## src/rtl/hazard_forward_unit_pkg.sv

```systemverilog
// Shared encodings for the forwarding/hazard unit: forward-select codes and FSM state type.
package hazard_forward_unit_pkg;

    localparam logic [1:0] FWD_RF    = 2'b00;
    localparam logic [1:0] FWD_EXMEM = 2'b10;
    localparam logic [1:0] FWD_MEMWB = 2'b01;

    typedef logic [0:0] haz_state_t;

    localparam haz_state_t S_IDLE     = 1'b0;
    localparam haz_state_t S_LU_STALL = 1'b1;

    localparam int CNT_BITS = 4;

    // True when a source register is written by a stage that is allowed to forward it.
    function automatic logic rd_hits(input logic regwrite, input logic [31:0] rd, input logic [31:0] rs);
        return regwrite && (rd != 32'd0) && (rd == rs);
    endfunction

endpackage

```

## src/rtl/hazard_forward_unit_fwd_mux_sel.sv

```systemverilog
// Per-source forward selector: EX/MEM has priority over MEM/WB, register file otherwise.
module fwd_mux_sel
    import hazard_forward_unit_pkg::*;
#(
    parameter int REG_ADDR_W = 5
) (
    input  logic [REG_ADDR_W-1:0] rs,
    input  logic [REG_ADDR_W-1:0] ex_mem_rd,
    input  logic                  ex_mem_regwrite,
    input  logic [REG_ADDR_W-1:0] mem_wb_rd,
    input  logic                  mem_wb_regwrite,
    output logic [1:0]            sel
);

    logic ex_mem_hit;
    logic mem_wb_hit;

    assign ex_mem_hit = rd_hits(ex_mem_regwrite, 32'(ex_mem_rd), 32'(rs));
    assign mem_wb_hit = rd_hits(mem_wb_regwrite, 32'(mem_wb_rd), 32'(rs));

    always_comb begin
        sel = FWD_RF;
        if (ex_mem_hit) begin
            sel = FWD_EXMEM;
        end else if (mem_wb_hit) begin
            sel = FWD_MEMWB;
        end
    end

endmodule

```

## src/rtl/hazard_forward_unit.sv

```systemverilog
// Forwarding selects, load-use stall FSM, dmem freeze and flush handling for the ID/EX stage.
// Optional perf counters (stall_cycles, fwd_events) are built only when HAZ_PERF_CNT_EN is defined.
//
// state      | meaning
// -----------+-----------------------------------------------------------
// S_IDLE     | no stall window open; a load-use hazard stalls this cycle
// S_LU_STALL | inside a load-use window; cnt counts remaining bubbles
module hazard_forward_unit
    import hazard_forward_unit_pkg::*;
#(
    parameter int REG_ADDR_W     = 5,
    parameter int NUM_SRC        = 2,
    parameter int LOAD_STALL_CYC = 1,
    parameter int CNT_W          = 32
) (
    input  logic                          clk,
    input  logic                          rst,
    input  logic [NUM_SRC*REG_ADDR_W-1:0] IF_ID_rs,
    input  logic [NUM_SRC-1:0]            IF_ID_rs_used,
    input  logic [NUM_SRC*REG_ADDR_W-1:0] ID_EX_rs,
    input  logic [REG_ADDR_W-1:0]         ID_EX_rd,
    input  logic [REG_ADDR_W-1:0]         EX_MEM_rd,
    input  logic [REG_ADDR_W-1:0]         MEM_WB_rd,
    input  logic                          ID_EX_memread,
    input  logic                          ID_EX_regwrite,
    input  logic                          EX_MEM_regwrite,
    input  logic                          MEM_WB_regwrite,
    input  logic                          dmem_busy,
    input  logic                          flush,
    output logic [2*NUM_SRC-1:0]          fwd_sel,
    output logic                          pc_write,
    output logic                          if_id_write,
    output logic                          id_ex_bubble,
    output logic                          freeze
`ifdef HAZ_PERF_CNT_EN
    ,
    output logic [CNT_W-1:0]              stall_cycles,
    output logic [CNT_W-1:0]              fwd_events
`endif
);

    if (NUM_SRC < 2 || NUM_SRC > 3) begin : g_bad_num_src
        $error("hazard_forward_unit: NUM_SRC must be 2 or 3");
    end
    if (LOAD_STALL_CYC < 1 || LOAD_STALL_CYC > 15) begin : g_bad_stall_cyc
        $error("hazard_forward_unit: LOAD_STALL_CYC must be 1..15");
    end
    if (CNT_W < 1) begin : g_bad_cnt_w
        $error("hazard_forward_unit: CNT_W must be at least 1");
    end

    localparam logic [CNT_BITS-1:0] LOAD_CNT = CNT_BITS'(LOAD_STALL_CYC - 1);

    haz_state_t          state;
    haz_state_t          state_nxt;
    logic [CNT_BITS-1:0] cnt;
    logic [CNT_BITS-1:0] cnt_nxt;
    logic                src_hit;
    logic                load_use;
    logic                stall;

    for (genvar i = 0; i < NUM_SRC; i++) begin : g_fwd
        fwd_mux_sel #(
            .REG_ADDR_W(REG_ADDR_W)
        ) u_fwd_mux_sel (
            .rs              (ID_EX_rs[i*REG_ADDR_W +: REG_ADDR_W]),
            .ex_mem_rd       (EX_MEM_rd),
            .ex_mem_regwrite (EX_MEM_regwrite),
            .mem_wb_rd       (MEM_WB_rd),
            .mem_wb_regwrite (MEM_WB_regwrite),
            .sel             (fwd_sel[2*i +: 2])
        );
    end

    always_comb begin
        src_hit = 1'b0;
        for (int i = 0; i < NUM_SRC; i++) begin
            if (IF_ID_rs_used[i] && (IF_ID_rs[i*REG_ADDR_W +: REG_ADDR_W] == ID_EX_rd)) begin
                src_hit = 1'b1;
            end
        end
    end

    assign load_use = ID_EX_memread && ID_EX_regwrite && (ID_EX_rd != '0) && src_hit;

    // Freeze outranks flush, flush outranks any stall.
    assign stall        = !dmem_busy && !flush && ((state == S_LU_STALL) || load_use);
    assign freeze       = dmem_busy;
    assign pc_write     = !dmem_busy && !stall;
    assign if_id_write  = !dmem_busy && !stall;
    assign id_ex_bubble = stall;

    always_comb begin
        state_nxt = state;
        cnt_nxt   = cnt;
        if (!dmem_busy) begin
            if (flush) begin
                state_nxt = S_IDLE;
                cnt_nxt   = '0;
            end else begin
                case (state)
                    S_IDLE: begin
                        if (load_use) begin
                            cnt_nxt   = LOAD_CNT;
                            state_nxt = (LOAD_CNT != '0) ? S_LU_STALL : S_IDLE;
                        end
                    end
                    S_LU_STALL: begin
                        cnt_nxt = cnt - 1'b1;
                        if (cnt_nxt == '0) begin
                            state_nxt = S_IDLE;
                        end
                    end
                    default: begin
                        state_nxt = S_IDLE;
                        cnt_nxt   = '0;
                    end
                endcase
            end
        end
    end

    always_ff @(posedge clk or posedge rst) begin
        if (rst) begin
            state <= S_IDLE;
            cnt   <= '0;
        end else begin
            state <= state_nxt;
            cnt   <= cnt_nxt;
        end
    end

`ifdef HAZ_PERF_CNT_EN
    logic any_fwd;

    assign any_fwd = |fwd_sel;

    always_ff @(posedge clk or posedge rst) begin
        if (rst) begin
            stall_cycles <= '0;
            fwd_events   <= '0;
        end else begin
            if (id_ex_bubble && (stall_cycles != '1)) begin
                stall_cycles <= stall_cycles + 1'b1;
            end
            if (any_fwd && !freeze && (fwd_events != '1)) begin
                fwd_events <= fwd_events + 1'b1;
            end
        end
    end
`endif

endmodule

```

## config.mk

```make
export PLATFORM = sky130hd
export DESIGN_NAME = hazard_forward_unit
export DESIGN_NICKNAME = d
export VERILOG_FILES = /design/src/rtl/hazard_forward_unit_pkg.sv /design/src/rtl/hazard_forward_unit_fwd_mux_sel.sv /design/src/rtl/hazard_forward_unit.sv
export SDC_FILE = /design/constraint.sdc
export NUM_CORES = 1
export LEC_CHECK = 0
export ABC_CLOCK_PERIOD_IN_PS = 1800
export CORE_MARGIN = 1
export CORE_UTILIZATION = 33
export CTS_CLUSTER_SIZE = 24
export DETAILED_ROUTE_END_ITERATION = 12
export GPL_TIMING_DRIVEN = 0
export PLACE_DENSITY = 0.76
export SLEW_MARGIN = 20
export SYNTH_ARGS = -nofsm -noshare
export SYNTH_HDL_FRONTEND = slang
export SYNTH_SLANG_ARGS = --single-unit
```

## constraint.sdc

```tcl
create_clock -name clk -period 1.8 [get_ports clk]
set_input_delay 0.36 -clock clk [delete_from_list [all_inputs] [get_ports clk]]
set_output_delay 0.36 -clock clk [all_outputs]
set_load 0.02 [all_outputs]
```

==> flow_summary_export.csv <==
group,metric,value,unit
clock_tree,clock_latency,0.25,ns
route,wire_per_inst,15.0,µm
route,drc,0,
clock_tree,cts.sinks,5,
floorplan,die-area,2750,µm²
place,hpwl,2190,µm
final_layout,final_nets,218,
final_layout,drive_gt1_frac,0.382,
worst_setup_path,startpoint_type,"input pin",
worst_setup_path,path_cells,"buf_8, xor2_1, or4_4, nor4_4, buf_4",
place,portBuffers,51,
clock_tree,h-tree-depth,1,
flow_run,max-cap-violations,0,
floorplan,start_util,0.365,
worst_setup_path,max_stage_delay,0.56,ns
worst_setup_path,worstPathArrival,1.65,ns
global_route,grt.overflow.total,0,
worst_setup_path,cp.required,1.44,ns
clock_tree,cts_buffers,3,
status,status,"finished, violations left",
sta,maxSlewViolCount,0,
clock_tree,cts-root-buf,"clkbuf_4",
power,switching_share,0.363,
worst_setup_path,path_delay_family,"simple AND/OR/NAND/NOR gates",
route,antenna_left,0,
logic_synthesis,synth_fp_nets,153,
power,seqPwrFrac,0.214,
global_route,antenna_found_initial,0,
power,pwr_density_cell,372,nW/µm²
logic_synthesis,yosys_most_used_dff,"dfrtp_1",
place,place_area,1430,µm²
sta,relSlewSlack,0.739,
floorplan,fp.coreArea,2300,µm²
power,peakVddDrop,0.481,mV
logic_synthesis,synth.avg_cell_area,7.91,µm²
worst_setup_path,endpoint_kind,"primary output",
global_route,grt_pass1_wl,4570,µm
clock_tree,hold_buffers,0,
sta,setup_viol,7,
final_layout,area_growth,84.9,%
logic_synthesis,synth.distinct_cells,32,
route,wirelength,2960,µm
power,p_leak,0.686,nW
sta,final-hold-violation-count,0,
floorplan,dieHeight,52.4,µm
route,drt_iter0_drc,17,
logic_synthesis,ys_seq_area_frac,0.149,
sta,max_freq,498,MHz
power,combPwrFrac,0.542,
final_layout,final_area,1550,µm²
logic_synthesis,synth_edf_count,0,
clock_tree,clockBufferDepth,2,
global_route,grt_pass1_vias,1065,
final_layout,layout_common_cells,"15 x xnor2_1, 15 x buf_4, 14 x xor2_1, 13 x dlygate4sd2_1, 11 x buf_2",
sta,fin_ws,-0.210,ns
worst_hold_path,hp-class,"input pin to async pin",
logic_synthesis,syn_inst,106,
logic_synthesis,syn_area,838,µm²
route,firstDrtPassIters,4,
power,power_frac_clock,0.244,
logic_synthesis,async_flop_share,1.00,
worst_setup_path,cp_slowest_cell,"or4_4",
worst_setup_path,crit_type,"input pin to primary output",
worst_setup_path,critPathMaxFanout,3,
global_route,grt_max_degree,11,
place,gp_congestion,0.840,
power,p_int,0.368,mW
clock_tree,cts_tree,"done",
logic_synthesis,ys_warn_count,0,
sta,skew,0.000120,ns
final_layout,antenna_cells,0,
power,switching_power,0.210,mW
floorplan,die_x,52.4,µm
logic_synthesis,ys_seq_elements,5,
route,vias_per_cell,5.25,
route,num_vias,1040,
floorplan,std_cell_rows,17,
clock_tree,clk_pin_slew,0.05,ns
sta,setup_tns,-1.18,ns
sta,finalCritPeriodShare,1.12,
global_route,grtUsageTotal,0.223,
floorplan,io_pins,53,
sta,period_minus_slack,2.01,ns
status,violations,"setup timing",
sta,tightest_slew,0.386,ns
sta,rsz0062_at_grt,"yes",
worst_setup_path,path_buf_inv,2,
-- stage by stage --
| stage | cells | utilization | total power, mW | hold slack (ns) | worst slack (ns) |
|---|---|---|---|---|---|
| floorplan | 106 | - | 0.263 | 0.139 | -0.209 |
| global placement | 185 | 0.620 | 0.407 | 0.560 | -1.17 |
| detailed placement | 185 | 0.620 | 0.415 | 0.586 | -1.21 |
| CTS | 195 | 0.650 | 0.561 | 0.356 | -0.286 |
| global route | 198 | 0.675 | 0.610 | 0.387 | -0.256 |
| finish | 198 | 0.675 | 0.577 | 0.351 | -0.210 |
-- worst reg2reg max path, delay by kind of cell (launching register included) --
kind                       cells  cell delay (ns)
and+or+nand+nor                1             0.45
DFF                            1             0.44
AOI/OAI and AO/OA              3             0.29
adders and majority gates      1             0.19
buffers and inverters          1             0.11
-- registers in the layout, summed over array words and instances, names as in the netlist --
register and count:
cnt 4, state 1
-- layout make-up --
class,instances,area [µm²]
clock buffer,4,26.3
fill,191,747
inverter,5,18.8
tap,28,35.0
timing repair buffer,61,532
buffer,5,31.3
multi-input combinational,90,782
sequential,5,125
-- metal layers --
layer / track usage / wire, µm / up-vias / part of all wire
li1: - / - / 508 / -
met1: 0.241 / 1100 / 490 / 0.37
met2: 0.445 / 1680 / 40 / 0.57
met3: 0.0493 / 171 / 2 / 0.058
met4: 0.0175 / 10 / 0 / 0.0034
met5: 0 / 0 / - / 0
-- synth_stat cells, drive strengths merged, types with 3 or more instances --
cell / count / area, µm²
o21ai: 6 / 33.8
nor2: 3 / 11.3
nand2: 9 / 33.8
a21oi: 3 / 15.0
xnor2: 16 / 140
nor4: 4 / 37.5
buf: 4 / 30.0
inv: 5 / 18.8
or4: 5 / 37.5
dfrtp: 5 / 125
xor2: 14 / 123
nor3: 3 / 15.0
a221oi: 3 / 26.3
-- worst paths after layout --
| path | from | end | slack, ns | cells past startpoint |
|---|---|---|---|---|
| hold reg to reg | state | state | 0.62 | 2 |
| min in group clk | IF_ID_rs[5] | cnt[0] | 0.59 | 5 |
| max in group asynchronous | rst | cnt[1] | 1.27 | 2 |
| setup reg to reg | cnt[0] | cnt[2] | 0.24 | 6 |
| hold / removal | rst | cnt[2] | 0.35 | 2 |
| setup / recovery | MEM_WB_rd[0] | fwd_sel[0] | -0.21 | 5 |
-- power groups by stage --
stage	clock network, mW	logic, mW	registers [mW]
after floorplan	0	0.140	0.123
after global placement	0	0.283	0.124
after detailed placement	0	0.290	0.125
after CTS	0.141	0.297	0.123
after global routing	0.149	0.338	0.124
final	0.141	0.313	0.124
-- what timing repair did --
action	4_1_cts	5_1_grt
endpoints found under the hold margin	0	0
pin swaps	14	13
buffers inserted	7	3
endpoints found under the setup margin	8	7
gates resized for setup	141	25
-- cells by family after synthesis --
logic type	share of synthesized area
AOI/OAI and AO/OA	0.175
xor gates and xnor gates	0.313
adders and majority gates	0.0298
buffers and inverters	0.0672
DFF	0.149
and+or+nand+nor	0.266
Power figures use the tool's default switching activity.
